<file path="src/rtl/uart_debug_master.sv">
`timescale 1ns/1ps
// uart_debug_master
// Host-driven bus initiator. Receives command frames over UART and issues
// single 32-bit writes or reads on the peripheral bus. It answers with an ACK
// byte, a NAK byte, or the four read-data bytes. halt_o keeps the CPU off the
// bus while a frame is in progress.
//   Frame 'W' (0x57): addr[4] data[4], LSB first -> one wr_en_o pulse, ACK 0x06
//   Frame 'R' (0x52): addr[4], LSB first         -> 4 read-data bytes, LSB first
//   Any other first byte                          -> NAK 0x15
// Ports:
//   sys_clk, sys_reset (sync, active high)
//   uart_rx  (async serial in), uart_tx (serial out, idle high)
//   wr_en_o / wr_addr_o / wr_data_o : write strobe, address, data
//   rd_addr_o / rd_data_i           : read address out, data in (2 clocks later)
//   halt_o                          : high while a W/R frame is in progress
// Optional feature macro: UART_DBG_TIMEOUT_EN (inter-byte timeout drops the frame).
module uart_debug_master #(
  parameter int CLK_FREQ       = 50_000_000,
  parameter int UART_BPS       = 115200,
  parameter int TIMEOUT_CYCLES = 1_000_000
) (
  input  logic        sys_clk,
  input  logic        sys_reset,
  input  logic        uart_rx,
  output logic        uart_tx,
  output logic        wr_en_o,
  output logic [31:0] wr_addr_o,
  output logic [31:0] wr_data_o,
  output logic [31:0] rd_addr_o,
  input  logic [31:0] rd_data_i,
  output logic        halt_o
);
  localparam int          BAUD_CNT_MAX = CLK_FREQ / UART_BPS;
  localparam logic [15:0] BAUD_LAST    = 16'(BAUD_CNT_MAX - 1);
  localparam logic [15:0] BAUD_MID     = 16'(BAUD_CNT_MAX / 2 - 1);
  localparam logic [7:0]  CMD_W = 8'h57, CMD_R = 8'h52, ACK = 8'h06, NAK = 8'h15;

  // ---------------- RX byte engine ----------------
  typedef enum logic [1:0] {RX_IDLE, RX_START, RX_DATA, RX_STOP} rx_state_t;
  rx_state_t   r_rx_state, w_rx_next;
  logic [2:0]  r_rx_sync;  // [0] first flop, [1] synchronized bit, [2] previous for edge detect
  logic [15:0] r_rx_cnt;
  logic [2:0]  r_rx_bit;
  logic [7:0]  r_rx_byte;
  logic        r_rx_valid, r_rx_err;
  logic        w_rx_fall, w_rx_mid, w_rx_tick;

  assign w_rx_fall = r_rx_sync[2] & ~r_rx_sync[1];
  assign w_rx_mid  = (r_rx_cnt == BAUD_MID);
  assign w_rx_tick = (r_rx_cnt == BAUD_LAST);

  always_comb begin
    w_rx_next = r_rx_state;
    case (r_rx_state)
      RX_IDLE:  if (w_rx_fall) w_rx_next = RX_START;
      RX_START: if (w_rx_mid) w_rx_next = r_rx_sync[1] ? RX_IDLE : RX_DATA;  // glitch rejection
      RX_DATA:  if (w_rx_tick && r_rx_bit == 3'd7) w_rx_next = RX_STOP;
      RX_STOP:  if (w_rx_tick) w_rx_next = RX_IDLE;
      default:  w_rx_next = RX_IDLE;
    endcase
  end

  always_ff @(posedge sys_clk) begin
    if (sys_reset) begin
      r_rx_sync  <= 3'b111;
      r_rx_state <= RX_IDLE;
      r_rx_cnt   <= '0;
      r_rx_bit   <= '0;
      r_rx_byte  <= '0;
      r_rx_valid <= 1'b0;
      r_rx_err   <= 1'b0;
    end else begin
      r_rx_sync  <= {r_rx_sync[1:0], uart_rx};
      r_rx_state <= w_rx_next;
      r_rx_valid <= 1'b0;
      r_rx_err   <= 1'b0;
      // Counter restarts at mid-start so every later tick lands mid-bit.
      if (r_rx_state == RX_IDLE || (r_rx_state == RX_START && w_rx_mid) || w_rx_tick)
        r_rx_cnt <= '0;
      else
        r_rx_cnt <= r_rx_cnt + 16'd1;
      if (r_rx_state == RX_START && w_rx_mid) r_rx_bit <= '0;
      if (r_rx_state == RX_DATA && w_rx_tick) begin
        r_rx_byte <= {r_rx_sync[1], r_rx_byte[7:1]};
        r_rx_bit  <= r_rx_bit + 3'd1;
      end
      if (r_rx_state == RX_STOP && w_rx_tick) begin
        r_rx_valid <= r_rx_sync[1];
        r_rx_err   <= ~r_rx_sync[1];
      end
    end
  end

  // ---------------- TX byte engine ----------------
  // r_tx_bit: 0 start, 1..8 data, 9 stop. A new byte may load in the cycle
  // the stop bit ends, so response bytes follow with no idle bits.
  logic        r_tx_busy, r_tx;
  logic [15:0] r_tx_cnt;
  logic [3:0]  r_tx_bit;
  logic [7:0]  r_tx_data;
  logic        w_tx_tick, w_tx_done, w_tx_start;
  logic [7:0]  w_tx_byte;

  assign w_tx_tick = (r_tx_cnt == BAUD_LAST);
  assign w_tx_done = r_tx_busy && w_tx_tick && (r_tx_bit == 4'd9);

  always_ff @(posedge sys_clk) begin
    if (sys_reset) begin
      r_tx_busy <= 1'b0;
      r_tx      <= 1'b1;
      r_tx_cnt  <= '0;
      r_tx_bit  <= '0;
      r_tx_data <= '0;
    end else if (w_tx_start && (!r_tx_busy || w_tx_done)) begin
      r_tx_busy <= 1'b1;
      r_tx      <= 1'b0;
      r_tx_cnt  <= '0;
      r_tx_bit  <= '0;
      r_tx_data <= w_tx_byte;
    end else if (r_tx_busy) begin
      if (w_tx_tick) begin
        r_tx_cnt <= '0;
        if (r_tx_bit == 4'd9) begin
          r_tx_busy <= 1'b0;
        end else begin
          r_tx_bit <= r_tx_bit + 4'd1;
          r_tx     <= (r_tx_bit == 4'd8) ? 1'b1 : r_tx_data[r_tx_bit[2:0]];
        end
      end else begin
        r_tx_cnt <= r_tx_cnt + 16'd1;
      end
    end
  end

  // ---------------- Frame parser ----------------
  typedef enum logic [2:0] {P_IDLE, P_ADDR, P_DATA, P_WRITE, P_READ, P_RESP} p_state_t;
  p_state_t    r_p_state, w_p_next;
  logic        r_is_wr, r_rd_wait, r_wr_en, r_halt;
  logic [1:0]  r_bcnt;
  logic [2:0]  r_resp_left;
  logic [31:0] r_addr, r_data, r_resp, r_wr_addr, r_wr_data, r_rd_addr;
  logic        w_cmd_ok, w_last_byte, w_timeout, w_collect;

  assign w_cmd_ok    = (r_rx_byte == CMD_W) || (r_rx_byte == CMD_R);
  assign w_last_byte = r_rx_valid && (r_bcnt == 2'd3);
  assign w_collect   = (r_p_state == P_ADDR) || (r_p_state == P_DATA);

`ifdef UART_DBG_TIMEOUT_EN
  logic [31:0] r_to_cnt;
  always_ff @(posedge sys_clk) begin
    if (sys_reset || r_rx_valid || !w_collect) r_to_cnt <= '0;
    else                                      r_to_cnt <= r_to_cnt + 32'd1;
  end
  assign w_timeout = w_collect && !r_rx_valid && (r_to_cnt == 32'(TIMEOUT_CYCLES - 1));
`else
  assign w_timeout = 1'b0;
`endif

  always_comb begin
    w_p_next   = r_p_state;
    w_tx_start = 1'b0;
    w_tx_byte  = NAK;
    case (r_p_state)
      P_IDLE:
        if (r_rx_valid) begin
          if (w_cmd_ok) w_p_next = P_ADDR;
          else begin
            w_p_next   = P_RESP;
            w_tx_start = 1'b1;
            w_tx_byte  = NAK;
          end
        end
      P_ADDR:
        if (r_rx_err || w_timeout) w_p_next = P_IDLE;
        else if (w_last_byte)      w_p_next = r_is_wr ? P_DATA : P_READ;
      P_DATA:
        if (r_rx_err || w_timeout) w_p_next = P_IDLE;
        else if (w_last_byte)      w_p_next = P_WRITE;
      P_WRITE: begin
        w_p_next   = P_RESP;
        w_tx_start = 1'b1;
        w_tx_byte  = ACK;
      end
      P_READ:
        if (r_rd_wait) begin
          w_p_next   = P_RESP;
          w_tx_start = 1'b1;
          w_tx_byte  = rd_data_i[7:0];
        end
      P_RESP:
        if (w_tx_done) begin
          if (r_resp_left == 3'd1) w_p_next = P_IDLE;
          else begin
            w_tx_start = 1'b1;
            w_tx_byte  = r_resp[7:0];
          end
        end
      default: w_p_next = P_IDLE;
    endcase
  end

  always_ff @(posedge sys_clk) begin
    if (sys_reset) begin
      r_p_state   <= P_IDLE;
      r_is_wr     <= 1'b0;
      r_rd_wait   <= 1'b0;
      r_wr_en     <= 1'b0;
      r_halt      <= 1'b0;
      r_bcnt      <= '0;
      r_resp_left <= '0;
      r_addr      <= '0;
      r_data      <= '0;
      r_resp      <= '0;
      r_wr_addr   <= '0;
      r_wr_data   <= '0;
      r_rd_addr   <= '0;
    end else begin
      r_p_state <= w_p_next;
      r_wr_en   <= (r_p_state == P_DATA) && (w_p_next == P_WRITE);
      if (r_p_state == P_IDLE)         r_bcnt <= '0;
      else if (w_collect && r_rx_valid) r_bcnt <= r_bcnt + 2'd1;
      case (r_p_state)
        P_IDLE:
          if (r_rx_valid) begin
            if (w_cmd_ok) begin
              r_is_wr <= (r_rx_byte == CMD_W);
              r_halt  <= 1'b1;
            end else begin
              r_resp_left <= 3'd1;
            end
          end
        P_ADDR:
          if (r_rx_valid) begin
            r_addr <= {r_rx_byte, r_addr[31:8]};
            if (r_bcnt == 2'd3 && !r_is_wr) r_rd_addr <= {r_rx_byte, r_addr[31:8]};
          end
        P_DATA:
          if (r_rx_valid) begin
            r_data <= {r_rx_byte, r_data[31:8]};
            if (r_bcnt == 2'd3) begin
              r_wr_addr <= r_addr;
              r_wr_data <= {r_rx_byte, r_data[31:8]};
            end
          end
        P_WRITE: r_resp_left <= 3'd1;
        P_READ: begin
          // Two-cycle wait for the target's registered read path.
          r_rd_wait <= ~r_rd_wait;
          if (r_rd_wait) begin
            r_resp      <= {8'h00, rd_data_i[31:8]};
            r_resp_left <= 3'd4;
          end
        end
        P_RESP:
          if (w_tx_done) begin
            r_resp_left <= r_resp_left - 3'd1;
            r_resp      <= r_resp >> 8;
          end
        default: ;
      endcase
      // Every path back to idle (done, framing error, timeout) releases the bus.
      if (w_p_next == P_IDLE) r_halt <= 1'b0;
    end
  end

  assign uart_tx   = r_tx;
  assign wr_en_o   = r_wr_en;
  assign wr_addr_o = r_wr_addr;
  assign wr_data_o = r_wr_data;
  assign rd_addr_o = r_rd_addr;
  assign halt_o    = r_halt;
endmodule

</file>
<file path="config.mk">
export PLATFORM = sky130hd
export DESIGN_NAME = uart_debug_master
export DESIGN_NICKNAME = d
export VERILOG_FILES = /design/src/rtl/uart_debug_master.sv
export SDC_FILE = /design/constraint.sdc
export NUM_CORES = 1
export LEC_CHECK = 0
export ABC_AREA = 1
export CORE_MARGIN = 1
export CORE_UTILIZATION = 55
export CTS_CLUSTER_DIAMETER = 30
export DETAILED_ROUTE_END_ITERATION = 10
export GPL_ROUTABILITY_DRIVEN = 0
export MAX_ROUTING_LAYER = met4
export PLACE_DENSITY_LB_ADDON = 0.15
export RECOVER_POWER = 25
export SYNTH_ARGS = -nofsm -noshare
export SYNTH_HDL_FRONTEND = slang
export SYNTH_SLANG_ARGS = --single-unit
export TNS_END_PERCENT = 100
</file>
<file path="constraint.sdc">
create_clock -name sys_clk -period 2.4 [get_ports sys_clk]
set_clock_uncertainty 0.1 [all_clocks]
set_input_delay 0.48 -clock sys_clk [delete_from_list [all_inputs] [get_ports sys_clk]]
set_output_delay 0.48 -clock sys_clk [all_outputs]
set_load 0.1 [all_outputs]
</file>
==> run metrics, run 1 <==
Mapped Cells 1323; CTS H-tree lvls 2; Pwr Total 10800 µW; main flop type after synthesis dfxtp_1; drt total wl around 24000 µm; CP bufs+invs 1; VDD IR max 539 µV; Finished Layout Cells around 1.7k; FP Rows 49; Syn Std Cell Area 10200 µm²; status finished, violations left; FF-to-FF setup slack 0.23 ns; crit-path leading delay family simple AND/OR/NAND/NOR gates; Final Critical Period 2.17 ns; # resized after CTS 0; leading cell type in the layout, fill and taps excluded dfxtp_1; core region area approximately 18000 µm²; largest cells by area after synthesis dfxtp_1 49%, o21ai_0 9.6%, a21oi_1 8.6%; Routed Antenna Nets 0; vias in the first global route 8233; Post CTS Setup Buffer Count 0; Syn Area/Cell 7.72 µm²; setup TNS 0 ns; WHS around 0.31 ns; sequential element share of the synthesized area 49.4%; R2R Path End r_addr[20]; TritonCTS clock tree built; failing checks DRC; Synth Warn # 0; routed vias/inst 5.24; fmax approximately 460 MHz; Pleak between 0.005 and 0.006 µW; HP Class flip-flop to flip-flop; reg2reg start r_p_state[1]; crit path cell chain nor2_1 -> nand2_1 -> nor2_2 -> buf_12 -> o21ai_0 -> a21oi_1; Final Cycle Share 90.2%; Clock Latency Late Sink 0.52 ns; first-pass GRT wire length 39500 µm; Wirelength per Cell about 14 µm; Clock Tree Buf Depth 3; Worst-Margin Slew 1.19 ns; post-synth top area cell dfxtp_1; Die W 138 µm; Die Footprint 19100 µm²; Critical Path Max Stage Delay 0.70 ns; DR DRC count 2; number of antenna violations at the first check in global routing 0; mux contribution to synthesized area 0%; Via Count 8984; Post-layout nets between 1.5k and 2k; clk root buf clkbuf_16; Yosys reg bits 252; CP required roughly 2.7 ns; # hold bufs at CTS 0; HP Start r_rx_sync[0]; Top Ports 134; worst rel slew slack between 20% and 30%; PortBufs approximately 130; WHS Path Cells 1; slowest stage cell, crit path nor2_2; post-synthesis xor/xnor area fraction less than 1%; Layout Area Growth over Synthesis 26.6%; die height 138 µm; EDFF count, synth 0; WS Path Type flip-flop to flip-flop; layout cells sized above 1 17.3%; GRT Overall Usage 25.4%; Max FO, Critical Path 42; final instance area 12900 µm²; number of DRC markers in iteration 0 552; Pre-antenna DRT Iters 8; clk sinks 252; RSZ-0062 raised after global routing false; # diodes 0; GRT Residual Overflow 0; Post-Synth Simple-Gate Area 19.2%; PD cells between 800 and 900 nW/µm²; Worst R2R Path Depth 6; syn_nets 1371; Unique masters post-synth 38; largest family of logic cells by synthesized area compound AO/OA/AOI/OAI gates; max cap viols 0; final setup violating endpoints 0; Synth async-reset ratio 0%; cts bufs inserted 44; multi-input logic area around 4300 µm²; number of fillers in the final layout 1455; most frequent cells in the layout 252 x dfxtp_1, 196 x o21ai_0, 182 x nand2_1; Synth top area share about half; Startpoint Class flip-flop; adder-cell share of the synthesized area under 10%; dpl hpwl 15600 µm; Crit path arrival time 2.50 ns; Reg clk slew, reported paths 0.05 ns; Critical Path End Type flip-flop; FF/Latch Area 5040 µm²; Synth Area in Compound Gates roughly 21%; Initial Util 56.5%; DP Cell Count 1637; final max-slew violation count 0; hold endpoint r_rx_sync[1]; Post-DP Area 11500 µm²; largest net degree at the start of global routing 92; Final Hold Vio Count 0; Setup crit start r_p_state[1]
-- Yosys cell counts (5+ instances only) --
cell and count:
a211oi_1 8, nand4_1 27, buf_2 21, nor3_1 18
o21ai_0 196, ha_1 13, buf_6 5, or2_2 9
dfxtp_1 252, nand2_1 182, xor2_1 8, inv_2 6
nor2_2 18, nand2_2 8, a21oi_2 11, inv_1 131
a21oi_1 176, nor2_4 5, nor2_1 119, clkbuf_1 38
nand3_1 42, buf_4 5
-- metrics by stage --
step                setup slack (ns)  utilization [%]
finish                         0.235             71.5
global route                  0.0704             71.5
CTS                            0.295             72.1
detailed placement             0.312             63.5
global placement               0.389             63.5
floorplan                      0.711                -
-- cell families (layout without fill, tap and decap cells) --
group                    Yosys count  after routing
buffers and inverters            207            371
flip-flops                       252            252
adder cells (fa/ha/maj)           13             13
AND/OR/NAND/NOR                  438            438
AO/OA/AOI/OAI                    402            402
XOR/XNOR                          11             11
-- sequential cells by signal, indices dropped and copies added (netlist names), 2 cells and up, named ones only --
name and flops:
r_rx_sync 3, r_tx_bit 4, wr_data_o 32, r_rx_bit 3, r_rx_byte 8, r_addr 32, r_resp_left 3, r_data 24
rd_addr_o 32, r_tx_cnt 16, r_bcnt 2, r_p_state 3, r_resp 24, r_tx_data 8, r_rx_cnt 16, wr_addr_o 32
-- per-layer routing --
layer	wire (µm)	track usage, %	up-vias
li1	-	-	4653
met1	10800	32.4	4074
met2	11300	40.1	211
met3	1330	5.47	46
met4	569	8.22	0
met5	0	-	-
-- report_power, final --
| group | leakage, µW | switching [µW] | total [µW] | internal [µW] |
|---|---|---|---|---|
| sequential | 0.00203 | 6.15 | 4200 | 4200 |
| clock | 0.000741 | 2130 | 6400 | 4270 |
| combinational | 0.00260 | 107 | 196 | 88.8 |
| total | 0.00537 | 2240 | 10800 | 8560 |
-- worst max-delay path by stage --
stage | end | cells after the start | slack, ns
2_1_floorplan | r_resp[5] | 10 | 0.71
3_3_place_gp | r_tx_bit[3] | 11 | 0.39
3_5_place_dp | r_tx_bit[3] | 11 | 0.31
4_1_cts | r_tx_bit[3] | 11 | 0.30
5_1_grt | wr_data_o[18] | 7 | 0.07
6_report | r_addr[20] | 6 | 0.23
-- cell type report --
| class | instances | share of cell area (%) |
|---|---|---|
| Timing Repair Buffer | 154 | 9.49 |
| Inverter | 138 | 4.02 |
| Multi-Input combinational cell | 864 | 33.3 |
| Sequential cell | 252 | 39.0 |
| Tap cell | 229 | 2.21 |
| Clock inverter | 29 | 2.96 |
| Clock buffer | 50 | 9.00 |
(Power assumes the default switching activity.)
==> run 2: changes to the inputs <==
--- a/config.mk
+++ b/config.mk
@@ -14,6 +14,7 @@
 export MAX_ROUTING_LAYER = met4
 export PLACE_DENSITY_LB_ADDON = 0.15
 export RECOVER_POWER = 25
+export REMOVE_ABC_BUFFERS = 1
 export SYNTH_ARGS = -nofsm -noshare
 export SYNTH_HDL_FRONTEND = slang
 export SYNTH_SLANG_ARGS = --single-unit
==> run 2 against run 1 <==
The run still ends with DRC left. Sequential power is essentially flat. Critical path type is now input port to flip-flop. Cell count shrank 0.12%. Highest routed layer unchanged. Via count is 1.1% higher. Wire length grew 1.5%. Die area is the same. Clock power shrank 7.5%. Cell area down 0.77%. Critical path depth fell by 1. Combinational power grew 6%.
==> run metrics, run 2 (same netlist as run 1, synthesis figures left out) <==
# diodes 0; GRT Overall Usage 26.2%; clk root buf clkbuf_16; clk sinks between 200 and 300; Startpoint Class input port; Setup crit start sys_reset; drt total wl between 20000 and 25000 µm; Max FO, Critical Path 22; VDD IR max 585 µV; # resized after CTS 0; Initial Util 56.5%; cts bufs inserted 43; leading cell type in the layout, fill and taps excluded dfxtp_1; CP required 2.74 ns; Place WS between 0.2 and 0.25 ns; Critical Path Max Stage Delay approximately 0.64 ns; met3 wire length 1360 µm; M1 wire length between 10000 and 15000 µm; core region area ~18000 µm²; FP Rows 49; number of antenna violations at the first check in global routing 0; Routed Antenna Nets 0; Final Hold Vio Count 0; max cap viols 0; Pleak 0.00533 µW; Clock Latency Late Sink roughly 0.5 ns; number of fillers in the final layout 1512; CTS H-tree lvls 2; Pre-antenna DRT Iters 8; # hold bufs at CTS 0; most frequent cells in the layout 252 x dfxtp_1, 196 x o21ai_0, 183 x nand2_1; Wirelength per Cell 14.2 µm; Via Count between 9k and 10k; Final Util 71.0%; Final Critical Period around 2 ns; Layout Area Growth over Synthesis 25.6%; Critical Path End Type flip-flop; reg2reg start r_p_state[1]; GRT Residual Overflow 0; worst rel slew slack 49.0%; Post CTS Setup Buffer Count 0; R2R Path End wr_addr_o[0]; Die W 138 µm; Top Ports about 130; HP Class flip-flop to flip-flop; vias in the first global route 8826; crit path cell chain dlygate4sd3_1 -> inv_4 -> clkbuf_1 -> o21ai_0 -> a21oi_1; DR top layer met4; DR DRC count 12; final instance area roughly 13000 µm²; setup TNS 0 ns; Crit path arrival time roughly 2.4 ns; PD cells ~810 nW/µm²; CP bufs+invs 3; end of the critical path wr_addr_o[26]; Post-layout nets 1501; slowest stage cell, crit path dlygate4sd3_1; status finished, violations left; Final Cycle Share 85.7%; Post-DP Area 11500 µm²; layout cells sized above 1 16.7%; routed vias/inst 5.30; Pwr Total 10300 µW; number of DRC markers in iteration 0 437; setup ws final between 0.3 and 0.4 ns; die height 138 µm; final setup violating endpoints 0; fmax 486 MHz; Die Footprint 19100 µm²; RSZ-0062 raised after global routing false; TritonCTS clock tree built; Reg clk slew, reported paths 0.05 ns; failing checks DRC; largest net degree at the start of global routing 71; first-pass GRT wire length 40900 µm; Worst-Margin Slew 0.764 ns; crit-path leading delay family buffers and inverters; routed wl met2 11700 µm; Worst R2R Path Depth 7; WS Path Type input port to flip-flop; PortBufs 133; Clock Tree Buf Depth 3; critical path depth in cells 5; final max-slew violation count 0; dpl hpwl 15500 µm; FF-to-FF setup slack 0.37 ns
==> run 2: changes by cell type in the layout (fill, tap and decap cells not counted), sizes merged <==
cell / delta
buf: -3
bufinv: -4
clkbuf: +9
clkinv: -1
clkinvlp: -1
inv: -2
==> run 2: layout make-up <==
class	count	area, µm²	area share (%)
multi-input cells	864	4310	33.6
repair buffers	154	1240	9.67
inverters	138	520	4.05
flip-flops and latches	252	5040	39.3
clock inverters	21	230	1.79
well taps	229	287	2.23
clock buffers	56	1210	9.39
==> run 2: worst register-to-register path, cell delays in order (launching register included) <==
cell	delay (ns)
dfxtp_1	0.39
inv_1	0.08
nor2_1	0.17
nand2_1	0.16
nor2_1	0.30
inv_1	0.43
nor2_1	0.23
nor2_1	0.07
==> run 2: worst min-delay path by stage <==
stage	start	to	cells past startpoint
6_report	r_rx_sync[0]	r_rx_sync[1]	1
5_1_grt	r_rx_sync[0]	r_rx_sync[1]	1
4_1_cts	r_rx_sync[0]	r_rx_sync[1]	1
3_5_place_dp	r_rx_sync[0]	r_rx_sync[1]	1
3_3_place_gp	r_rx_sync[0]	r_rx_sync[1]	1
2_1_floorplan	r_rx_sync[0]	r_rx_sync[1]	1
==> run 2: metal layers <==
layer / track usage [%] / vias to the layer above
li1: - / 4640
met1: 31.3 / 4205
met2: 43.9 / 190
met3: 6.03 / 47
met4: 7.81 / 0
met5: - / -
==> run 2: power by group <==
group / switching (µW) / internal (µW) / total, µW / leakage, µW
clock network: 2040 / 3880 / 5920 / 0.000692
logic: 112 / 96.3 / 208 / 0.00261
registers: 5.92 / 4200 / 4200 / 0.00203
total: 2160 / 8180 / 10300 / 0.00533
==> run 2: per-stage QoR <==
stage / instances / hold WS (ns)
2_1_floorplan: 1254 / 0.289
3_3_place_gp: 1637 / 0.292
3_5_place_dp: 1637 / 0.296
4_1_cts: 1714 / 0.305
5_1_grt: 1714 / 0.320
6_report: 1714 / 0.305
==> run 3: changes to the inputs <==
==> constraint.sdc (replaced) <==
create_clock -name sys_clk -period 2.4 [get_ports sys_clk]
set_clock_uncertainty 0.1 [all_clocks]
set_input_delay 0.36 -clock sys_clk [delete_from_list [all_inputs] [get_ports sys_clk]]
set_output_delay 0.36 -clock sys_clk [all_outputs]
set_load 0.1 [all_outputs]
==> run 3 against run 2 <==
The flow still finishes with violations (DRC). Core utilization is 0.52 points higher. Cell area is 0.73% higher. Sequential share of layout area is 0.29 points lower. Critical path depth grew 5. Total power up 7.4%. Sequential power hardly changed. Cell count rose by 0.18%. Global-route usage increased by 0.054 points. Non-clock buffer count grew 3. Combinational power is essentially flat. Highest routed layer unchanged.
==> run metrics, run 3 (same netlist as run 1, synthesis figures left out) <==
status finished, violations left; failing checks DRC; leading cell type in the layout, fill and taps excluded dfxtp_1; met2 track utilization from global routing 43.4%; # hold bufs at CTS 0; Initial Util 56.5%; Top Ports 134; Clock Tree Buf Depth 3; vias in the first global route 8588; Startpoint Class flip-flop; largest net degree at the start of global routing 71; RSZ-0062 raised after global routing false; PortBufs 133; Post CTS Setup Buffer Count 0; Wirelength per Cell 14.0 µm; Die Footprint about 19000 µm²; Routed Antenna Nets 0; layout cells sized above 1 17.3%; # resized after CTS 0; dpl hpwl ~15000 µm; Pleak 0.00541 µW; Critical Path End Type flip-flop; Via Count 9121; Reg clk slew, reported paths 0.05 ns; FF-to-FF setup slack 0.26 ns; CP required approximately 2.7 ns; GRT Residual Overflow 0; Layout Area Growth over Synthesis 26.6%; most frequent cells in the layout 252 x dfxtp_1, 196 x o21ai_0, 182 x nand2_1; met1 GRT Util between 30% and 40%; number of DRC markers in iteration 0 482; number of antenna violations at the first check in global routing 0; final max-slew violation count 0; FP Rows 49; Crit path arrival time about 2.4 ns; final setup violating endpoints 0; Worst-Margin Slew 1.08 ns; grt peak-use layer met2; WS Path Type flip-flop to flip-flop; routed vias/inst ~5.3; Setup crit start r_tx_bit[1]; worst rel slew slack 28.1%; GRT Overall Usage 26.2%; Post-DP Area ~12000 µm²; WHS 0.306 ns; Final Hold Vio Count 0; max cap viols 0; Pre-antenna DRT Iters 8; R2R Path End r_resp[1]; PD cells between 800 and 900 nW/µm²; Worst R2R Path Depth 10; reg2reg start r_tx_bit[1]; TritonCTS clock tree built; clk sinks about 250; fmax about 470 MHz; Final Critical Period between 2 and 2.5 ns; clk root buf clkbuf_16; cts bufs inserted 43; die height between 100 and 150 µm; core region area 18100 µm²; drt total wl 24000 µm; Post-layout nets roughly 1.5k; first-pass GRT wire length between 40000 and 50000 µm; VDD IR max 857 µV; Die W 138 µm; GRT met3 Usage 5.06%; CTS H-tree lvls 2; end of the critical path r_resp[1]; Max FO, Critical Path 33; HP Class flip-flop to flip-flop; DR DRC count 12; Final Cycle Share 89.2%; Clock Latency Late Sink 0.52 ns; final instance area around 13000 µm²; # diodes 0
==> run 3: worst max-delay path, stage by stage, from the launching register on <==
cell and delay (ns):
dfxtp_1 0.38, inv_1 0.12, ha_1 0.20, nand3_2 0.08, inv_1 0.07, nand4_1 0.12
nand2_2 0.11, nand2_2 0.41, inv_1 0.24, nor2_1 0.15, nor2_1 0.06
==> run 3: worst min-delay path by stage <==
stage | start | endpoint | cells after the start
6_report | r_rx_sync[0] | r_rx_sync[1] | 1
3_5_place_dp | r_rx_sync[0] | r_rx_sync[1] | 1
5_1_grt | rd_data_i[31] | r_resp[23] | 3
4_1_cts | rd_data_i[30] | r_resp[22] | 3
3_3_place_gp | r_rx_sync[0] | r_rx_sync[1] | 1
2_1_floorplan | r_rx_sync[0] | r_rx_sync[1] | 1
==> run 3: final cells by class <==
cell class / instances / area, µm²
multi-input combinational: 864 / 4320
clock buffer: 52 / 1190
clock inverter: 25 / 409
tap: 229 / 287
fill: 1476 / 5150
inverter: 138 / 518
timing repair buffer: 157 / 1160
sequential: 252 / 5040
==> run 3: through the flow <==
stage / std cells / worst slack [ns] / utilization (%) / setup TNS, ns / total power (µW)
global placement: 1640 / 0.316 / 63.7 / 0 / 4490
CTS: 1717 / 0.261 / 72.6 / 0 / 11200
finish: 1717 / 0.258 / 71.5 / 0 / 11100
global route: 1717 / 0.00857 / 71.5 / 0 / 11400
detailed placement: 1640 / 0.268 / 63.7 / 0 / 4490
floorplan: 1254 / -1.25 / - / -150.28 / 4380
==> run 3: metal layers <==
metal,wire length (µm),vias up
met3,1190,41
li1,-,4651
met1,10600,4238
met5,0,-
met4,486,0
met2,11700,191
==> run 3: where the power goes <==
part           total, µW  switching [µW]  internal (µW)
combinational        209             113           95.7
sequential          4200            6.14           4200
clock               6690            2070           4610
